File: src/rtl/serial_add_ctrl_if.sv
// serial_add_ctrl_if: operand/result handshake and full-adder bit lanes of the serial adder
interface serial_add_ctrl_if #(parameter int WIDTH = 4);
    logic             start;
    logic             sub;
    logic [WIDTH-1:0] in_a;
    logic [WIDTH-1:0] in_b;
    logic             bit_a;
    logic             bit_b;
    logic             bit_cin;
    logic             bit_s;
    logic             bit_c;
    logic             busy;
    logic             done;
    logic [WIDTH-1:0] sum_out;
    logic             carry_out;
    logic             overflow;
    modport master (
        output start, sub, in_a, in_b, bit_s, bit_c,
        input  bit_a, bit_b, bit_cin, busy, done, sum_out, carry_out, overflow
    );
    modport slave (
        input  start, sub, in_a, in_b, bit_s, bit_c,
        output bit_a, bit_b, bit_cin, busy, done, sum_out, carry_out, overflow
    );
endinterface

File: src/rtl/serial_add_ctrl.sv
// serial_add_ctrl: drives an external one-bit full adder LSB first to add/subtract WIDTH-bit operands
module serial_add_ctrl #(parameter int WIDTH = 4) (
    input logic             clk,
    input logic             rst,
    serial_add_ctrl_if.slave bus
);
    localparam int CW = $clog2(WIDTH);
    localparam logic [CW-1:0] LAST = CW'(WIDTH - 1);
    typedef enum logic [1:0] {IDLE, SHIFT, DONE} state_t;
    state_t           state;
    logic [WIDTH-1:0] a_sh, b_sh, r_sh, sum_q;
    logic [CW-1:0]    cnt;
    logic             carry_q, busy_q, done_q, carry_out_q, overflow_q;
    always_ff @(posedge clk) begin
        if (!rst) begin
            state       <= IDLE;
            a_sh        <= '0;
            b_sh        <= '0;
            r_sh        <= '0;
            cnt         <= '0;
            carry_q     <= 1'b0;
            busy_q      <= 1'b0;
            done_q      <= 1'b0;
            sum_q       <= '0;
            carry_out_q <= 1'b0;
            overflow_q  <= 1'b0;
        end else if (state != SHIFT) begin
            // IDLE and DONE accept identically, giving back-to-back operation
            state  <= bus.start ? SHIFT : IDLE;
            busy_q <= bus.start;
            done_q <= 1'b0;
            if (bus.start) begin
                a_sh    <= bus.in_a;
                b_sh    <= bus.sub ? ~bus.in_b : bus.in_b;
                carry_q <= bus.sub;
                cnt     <= '0;
                r_sh    <= '0;
            end
        end else begin
            r_sh    <= {bus.bit_s, r_sh[WIDTH-1:1]};
            a_sh    <= a_sh >> 1;
            b_sh    <= b_sh >> 1;
            carry_q <= bus.bit_c;
            cnt     <= cnt + 1'b1;
            busy_q  <= cnt != LAST;
            done_q  <= cnt == LAST;
            if (cnt == LAST) begin
                state       <= DONE;
                sum_q       <= {bus.bit_s, r_sh[WIDTH-1:1]};
                carry_out_q <= bus.bit_c;
                overflow_q  <= carry_q ^ bus.bit_c;
            end
        end
    end
    assign bus.bit_a     = busy_q & a_sh[0];
    assign bus.bit_b     = busy_q & b_sh[0];
    assign bus.bit_cin   = busy_q & carry_q;
    assign bus.busy      = busy_q;
    assign bus.done      = done_q;
    assign bus.sum_out   = sum_q;
    assign bus.carry_out = carry_out_q;
    assign bus.overflow  = overflow_q;
endmodule

File: src/flat_wrapper.sv
// flat-port wrapper written by rule: the top's interface ports become plain ports
module serial_add_ctrl_flat 
#(parameter int WIDTH = 4)
  (clk, rst, bus_start, bus_sub, bus_in_a, bus_in_b, bus_bit_s, bus_bit_c, bus_bit_a, bus_bit_b, bus_bit_cin, bus_busy, bus_done, bus_sum_out, bus_carry_out, bus_overflow);
  serial_add_ctrl_if #(.WIDTH(WIDTH)) bus_i ();
  input logic clk;
  input logic rst;
  input wire logic [$bits(bus_i.start)-1:0] bus_start;
  input wire logic [$bits(bus_i.sub)-1:0] bus_sub;
  input wire logic [$bits(bus_i.in_a)-1:0] bus_in_a;
  input wire logic [$bits(bus_i.in_b)-1:0] bus_in_b;
  input wire logic [$bits(bus_i.bit_s)-1:0] bus_bit_s;
  input wire logic [$bits(bus_i.bit_c)-1:0] bus_bit_c;
  output wire logic [$bits(bus_i.bit_a)-1:0] bus_bit_a;
  output wire logic [$bits(bus_i.bit_b)-1:0] bus_bit_b;
  output wire logic [$bits(bus_i.bit_cin)-1:0] bus_bit_cin;
  output wire logic [$bits(bus_i.busy)-1:0] bus_busy;
  output wire logic [$bits(bus_i.done)-1:0] bus_done;
  output wire logic [$bits(bus_i.sum_out)-1:0] bus_sum_out;
  output wire logic [$bits(bus_i.carry_out)-1:0] bus_carry_out;
  output wire logic [$bits(bus_i.overflow)-1:0] bus_overflow;
  assign bus_i.start = bus_start;
  assign bus_i.sub = bus_sub;
  assign bus_i.in_a = bus_in_a;
  assign bus_i.in_b = bus_in_b;
  assign bus_i.bit_s = bus_bit_s;
  assign bus_i.bit_c = bus_bit_c;
  assign bus_bit_a = bus_i.bit_a;
  assign bus_bit_b = bus_i.bit_b;
  assign bus_bit_cin = bus_i.bit_cin;
  assign bus_busy = bus_i.busy;
  assign bus_done = bus_i.done;
  assign bus_sum_out = bus_i.sum_out;
  assign bus_carry_out = bus_i.carry_out;
  assign bus_overflow = bus_i.overflow;
  serial_add_ctrl #(.WIDTH(WIDTH)) u_core (.clk(clk), .rst(rst), .bus(bus_i));
endmodule
File: config.mk
export PLATFORM = sky130hd
export DESIGN_NAME = serial_add_ctrl_flat
export DESIGN_NICKNAME = d
export VERILOG_FILES = /design/src/rtl/serial_add_ctrl_if.sv /design/src/rtl/serial_add_ctrl.sv /design/src/flat_wrapper.sv
export SDC_FILE = /design/constraint.sdc
export NUM_CORES = 1
export LEC_CHECK = 0
export BUFFER_PORTS_ARGS = -buffer_cell sky130_fd_sc_hd__buf_2
export CAP_MARGIN = 10
export CORE_MARGIN = 4
export CORE_UTILIZATION = 30
export CTS_BUF_LIST = sky130_fd_sc_hd__clkbuf_8
export CTS_CLUSTER_SIZE = 16
export DETAILED_ROUTE_END_ITERATION = 12
export GPL_TIMING_DRIVEN = 0
export PLACE_DENSITY = 0.52
export SLEW_MARGIN = 15
export SYNTH_ARGS = -nofsm -noshare
export SYNTH_HDL_FRONTEND = slang
export SYNTH_SLANG_ARGS = --single-unit
File: constraint.sdc
create_clock -name clk -period 1.5 [get_ports clk]
set_input_delay 0.075 -clock clk [delete_from_list [all_inputs] [get_ports clk]]
set_output_delay 0.075 -clock clk [all_outputs]
set_load 0.1 [all_outputs]
# After elaboration in Yosys (flattened, before gate mapping)
# Index checks and enable logic that the tools add are counted.
# totals
ff_bits	25
latchBits	0
mem_bits_rw	0
mem_bits_ro	0
input_bits	14
out_inout_bits	11
elab_cells	44
memories	0
# op_classes
add_sub_neg	1
multipliers	0
div	0
n_lt_le_gt_ge	0
n_eq_ne	4
shift	0
n_mux	15
n_bitwise	7
reduce_logical	4
# op_table
operator	n
two-way mux 3 bit	4
two-way mux 4 bit	3
two-way mux 2 bit	4
two-way mux 1 bit	4
inequality test 2 bit (second input constant)	2
NOT 4 bit	1
AND reduction 2 bit	2
bitwise AND 1 bit	3
adder 2 x 1 -> 2 bit (second input constant)	1
equality test 2 bit (second input constant)	1
inequality test 2 x 1 -> 1 bit (second input constant)	1
NOT 1 bit	2
nonzero test 2 bit	1
OR reduction 2 bit	1
XOR 1 bit	1

# Longest topological paths before layout
# logic_depth
word_depth	4
mapped_depth	5
mapped_depth_nobuf	4

# Least setup slack after synthesis
# No wires, ideal clock.
# synth_timing
path_type	register -> output
start	register u_core.busy_q (netlist: u_core.bus.busy)
end	output port bus_bit_a
arrival_time_ps	1813
required_ps	1425
setup_slack_ps	-388
stages_incl_launch_ff	2
n_path_buf	0
cell_sequence	dfxtp_1 and2_1
# synth_via
elab_chain_len	1
# synth_lines
item	line_no	rtl
start, declared	serial_add_ctrl.sv:13	logic carry_q, busy_q, done_q, carry_out_q, overflow_q;
start signal, assigned	serial_add_ctrl.sv:30	busy_q <= bus.start;
bitwise AND 1 bit	serial_add_ctrl.sv:55	assign bus.bit_a = busy_q & a_sh[0];
end, declared	flat_wrapper.sv:14	output wire logic [$bits(bus_i.bit_a)-1:0] bus_bit_a;
# No other way between the ends.

# Final worst setup path
# layout_timing
start	register u_core.cnt[0]
end	register u_core.carry_out_q (netlist: u_core.bus.carry_out)
# layout_via
elab_chain_len	2
# layout_lines
item	line_no	rtl
start, declared	serial_add_ctrl.sv:12	logic [CW-1:0] cnt;
start signal, assigned	serial_add_ctrl.sv:44	cnt <= cnt + 1'b1;
equality test 2 bit	serial_add_ctrl.sv:47	if (cnt == LAST) begin
AND reduction 2 bit (no line)	n/a	
end signal, assigned	serial_add_ctrl.sv:50	carry_out_q <= bus.bit_c;
end, declared	serial_add_ctrl.sv:13	
# No other way between the ends.
# A chain may end at the register's enable or synchronous reset.

==> results.toml <==
[synthesis]
synth-seq-cells = 24
ys_seq_area_share_pct = 44.09
syn_inst = 112
syn_area_um2 = 1090
yosysWarnings = 0
syn-num-nets = 128
syn_area_per_cell_um2 = 9.730
ys_types = 26

[placed_design]
gp_congestion = 0.6470
numPortBuffers = 22
hpwl_um = 1623
dp_cells = 180

[layout]
fin_nets = 156
fillCellCount = 368
final_layout_size_suffix_gt1_share_pct = 30.22
syn_to_final_growth_pct = 23.08
instances_no_fill = 185
diodes = 0

[sta]
grt_setup_unrepaired = "no"
fin_skew_ns = 0.01071
timing.final.crit_share_pct = 87.25
final_hold_viol_count = 0
drv_slew = 0
relSlewSlack_pct = 67.66
fmax_ghz = 0.7641
period_needed_ns = 1.309
finalSetupViolCount = 0
setup_tns_ns = 0
max_slew.worst_pin.slew_ns = 0.4885

[global_route]
grt_pass1_vias = 832
grt_pass1_wl_um = 3808
antenna_found_initial = 0
grt_max_degree = 15
grt_usage_pct = 10.75
grt-ovfl-total = 0

[worst_setup_path]
ff2ff_setup_slack_ns = 0.19
critPathBufInv = 1
crit_slowest_cell = "dfxtp_1"
crit_arrival_ns = 1.46
cp_num_cells = 5
worstSetupEndpointType = "register"
max_stage_delay_ns = 0.39
timing.rr.start = "u_core.cnt[0]"
worstSetupEndpoint = "u_core.bus.carry_out"
rr_worst_depth = 5
crit_chain = "ha_1, nand3b_1, buf_4, mux2i_1, nor2b_1"
cp-start-kind = "register"
cp_max_fo = 7
crit_family = "flip-flops"
critPathLaunch = "u_core.cnt[0]"
r2r-end = "u_core.bus.carry_out"
crit_type = "reg2reg"
required_ns = 1.65

[power_and_ir_drop]
p_leak_nw = 0.6150
p_per_area_nw_per_um2 = 1074
p_total_mw = 1.440
ir_worst_vdd_uv = 634.2

[drt]
drtAntennaViolNets = 0
wl_per_cell_um = 11.71
wl_um = 2167
drc = 0
initialDrtViolationCount = 8
vias_per_cell = 4.595
vias = 850
drt_pre_antenna_iters = 4

[clock_network]
clock_path_buffers = 2
cts_sinks = 24
path_clk_slew_ns = 0.09
cts-htree-levels = 1
cts_tree = "done"
cts_buffers = 3
cts_root_buf = "clkbuf_8"
clock_latency_ns = 0.27

[floorplanning]
start_util_pct = 31.90
core-area_um2 = 3416
die_w_um = 68.27
std_cell_rows = 21
pin_count = 25
dieArea_um2 = 4661
fp.dieH_um = 68.27

[flow_run]
maxCapViolations = 0

[status]
status = "finished clean"

[hold_path]
hp-class = "in2reg"
## where the power goes
part / switching [mW] / total, mW / internal (mW)
clock network: 0.199 / 0.556 / 0.356
registers: 0.0176 / 0.683 / 0.665
logic: 0.119 / 0.201 / 0.0825
total: 0.336 / 1.44 / 1.10
## cells in the mapped netlist
cell type | count | share of area [%]
dfxtp_1 | 24 | 44
nand2_1 | 13 | 4.5
a21boi_1 | 8 | 5.5
nand3_1 | 7 | 3.2
and2_1 | 6 | 3.4
mux2i_1 | 6 | 5.5
nand3b_1 | 5 | 3.4
buf_6 | 4 | 4.1
nor2_1 | 4 | 1.4
o211a_1 | 4 | 3.7
o21ai_1 | 4 | 1.8
xnor2_1 | 4 | 3.2
a21oi_1 | 3 | 1.4
buf_2 | 3 | 1.4
o211ai_1 | 3 | 2.1
and3_1 | 2 | 1.1
ha_1 | 2 | 2.3
nor3b_2 | 2 | 2.3
a211oi_2 | 1 | 1.1
and2b_1 | 1 | 0.69
buf_4 | 1 | 0.69
clkbuf_1 | 1 | 0.34
nand2b_1 | 1 | 0.57
nor2b_1 | 1 | 0.57
o21a_1 | 1 | 0.69
xor2_1 | 1 | 0.80
## how the worst min path moves through the flow
stage / startpoint / endpoint / slack [ns] / cells after the start
finish: bus_bit_s / u_core.r_sh[3] / 0.05 / 3
global route: bus_bit_s / u_core.r_sh[3] / 0.08 / 3
CTS: bus_bit_s / u_core.r_sh[3] / 0.04 / 3
detailed placement: bus_bit_s / u_core.r_sh[3] / 0.34 / 3
global placement: bus_in_a[3] / u_core.a_sh[3] / 0.32 / 3
floorplan: bus_bit_s / u_core.r_sh[3] / 0.21 / 2
## logic make-up (layout without fill, tap and decap cells)
| group | after synthesis | after routing | synth area share [%] |
|---|---|---|---|
| xor gates and xnor gates | 5 | 5 | 4.018 |
| and+or+nand+nor | 42 | 42 | 21.24 |
| DFF | 24 | 24 | 44.09 |
| buffers and inverters | 9 | 36 | 6.543 |
| muxes | 6 | 6 | 5.511 |
| adders and majority gates | 2 | 2 | 2.296 |
| AOI/OAI and AO/OA | 24 | 24 | 16.30 |
## worst reg2reg max path: cells and delay by family (launching register included)
family,cells,cell delay (ns)
and+or+nand+nor,2,0.17
DFF,1,0.39
adders and majority gates,1,0.32
buffers and inverters,1,0.17
muxes,1,0.15
## routing by layer
metal  vias up  part of all wire (%)  GRT usage, %
li1        439                     -             -
met1       390                    48         14.02
met2        19                    47         18.05
met3         2                   5.3         3.448
met4         0                  0.18        0.7444
met5         -                     0             0
## flip-flops by register name (all words and copies together) (netlist names)
signal / cells
u_core.a_sh: 4
u_core.b_sh: 4
u_core.bus.busy: 1
u_core.bus.carry_out: 1
u_core.bus.done: 1
u_core.bus.overflow: 1
u_core.bus.sum_out: 4
u_core.carry_q: 1
u_core.cnt: 2
u_core.r_sh: 3
u_core.state: 2
## through the flow
step / setup slack (ns) / hold WS (ns) / instance area, um^2 / util, %
2_1_floorplan: 0.2063 / 0.2099 / 1095 / -
3_3_place_gp: 0.1456 / 0.3184 / 1262 / 36.96
3_5_place_dp: 0.1132 / 0.3401 / 1262 / 36.96
4_1_cts: 0.08465 / 0.04403 / 1334 / 39.05
5_1_grt: 0.06542 / 0.07908 / 1341 / 39.27
6_report: 0.1913 / 0.05475 / 1341 / 39.27
## layout by cell type (no fill, tap or decap), drive strengths merged, types with 4 or more instances in the layout
cell and instances:
nand2 13, mux2i 6, a21boi 8, buf 31, o211a 4, xnor2 4
nor2 4, nand3 7, dfxtp 24, clkbuf 4, o21ai 4, nand3b 5
and2 6
## timing repair
item                                    CTS  global route
hold buffers                              0             0
resized for setup                         0             0
endpoints found under the setup margin    0             2
buffers inserted                          0             1
## final cells by class
class | count | area [um^2] | area share (%)
sequential | 24 | 481.7 | 35.91
multi-input combinational | 79 | 541.8 | 40.39
clock buffer | 3 | 41.29 | 3.078
timing repair buffer | 23 | 117.6 | 8.769
clock inverter | 1 | 30.03 | 2.239
buffer | 9 | 71.32 | 5.317
tap | 46 | 57.56 | 4.291
(Power assumes the default switching activity.)
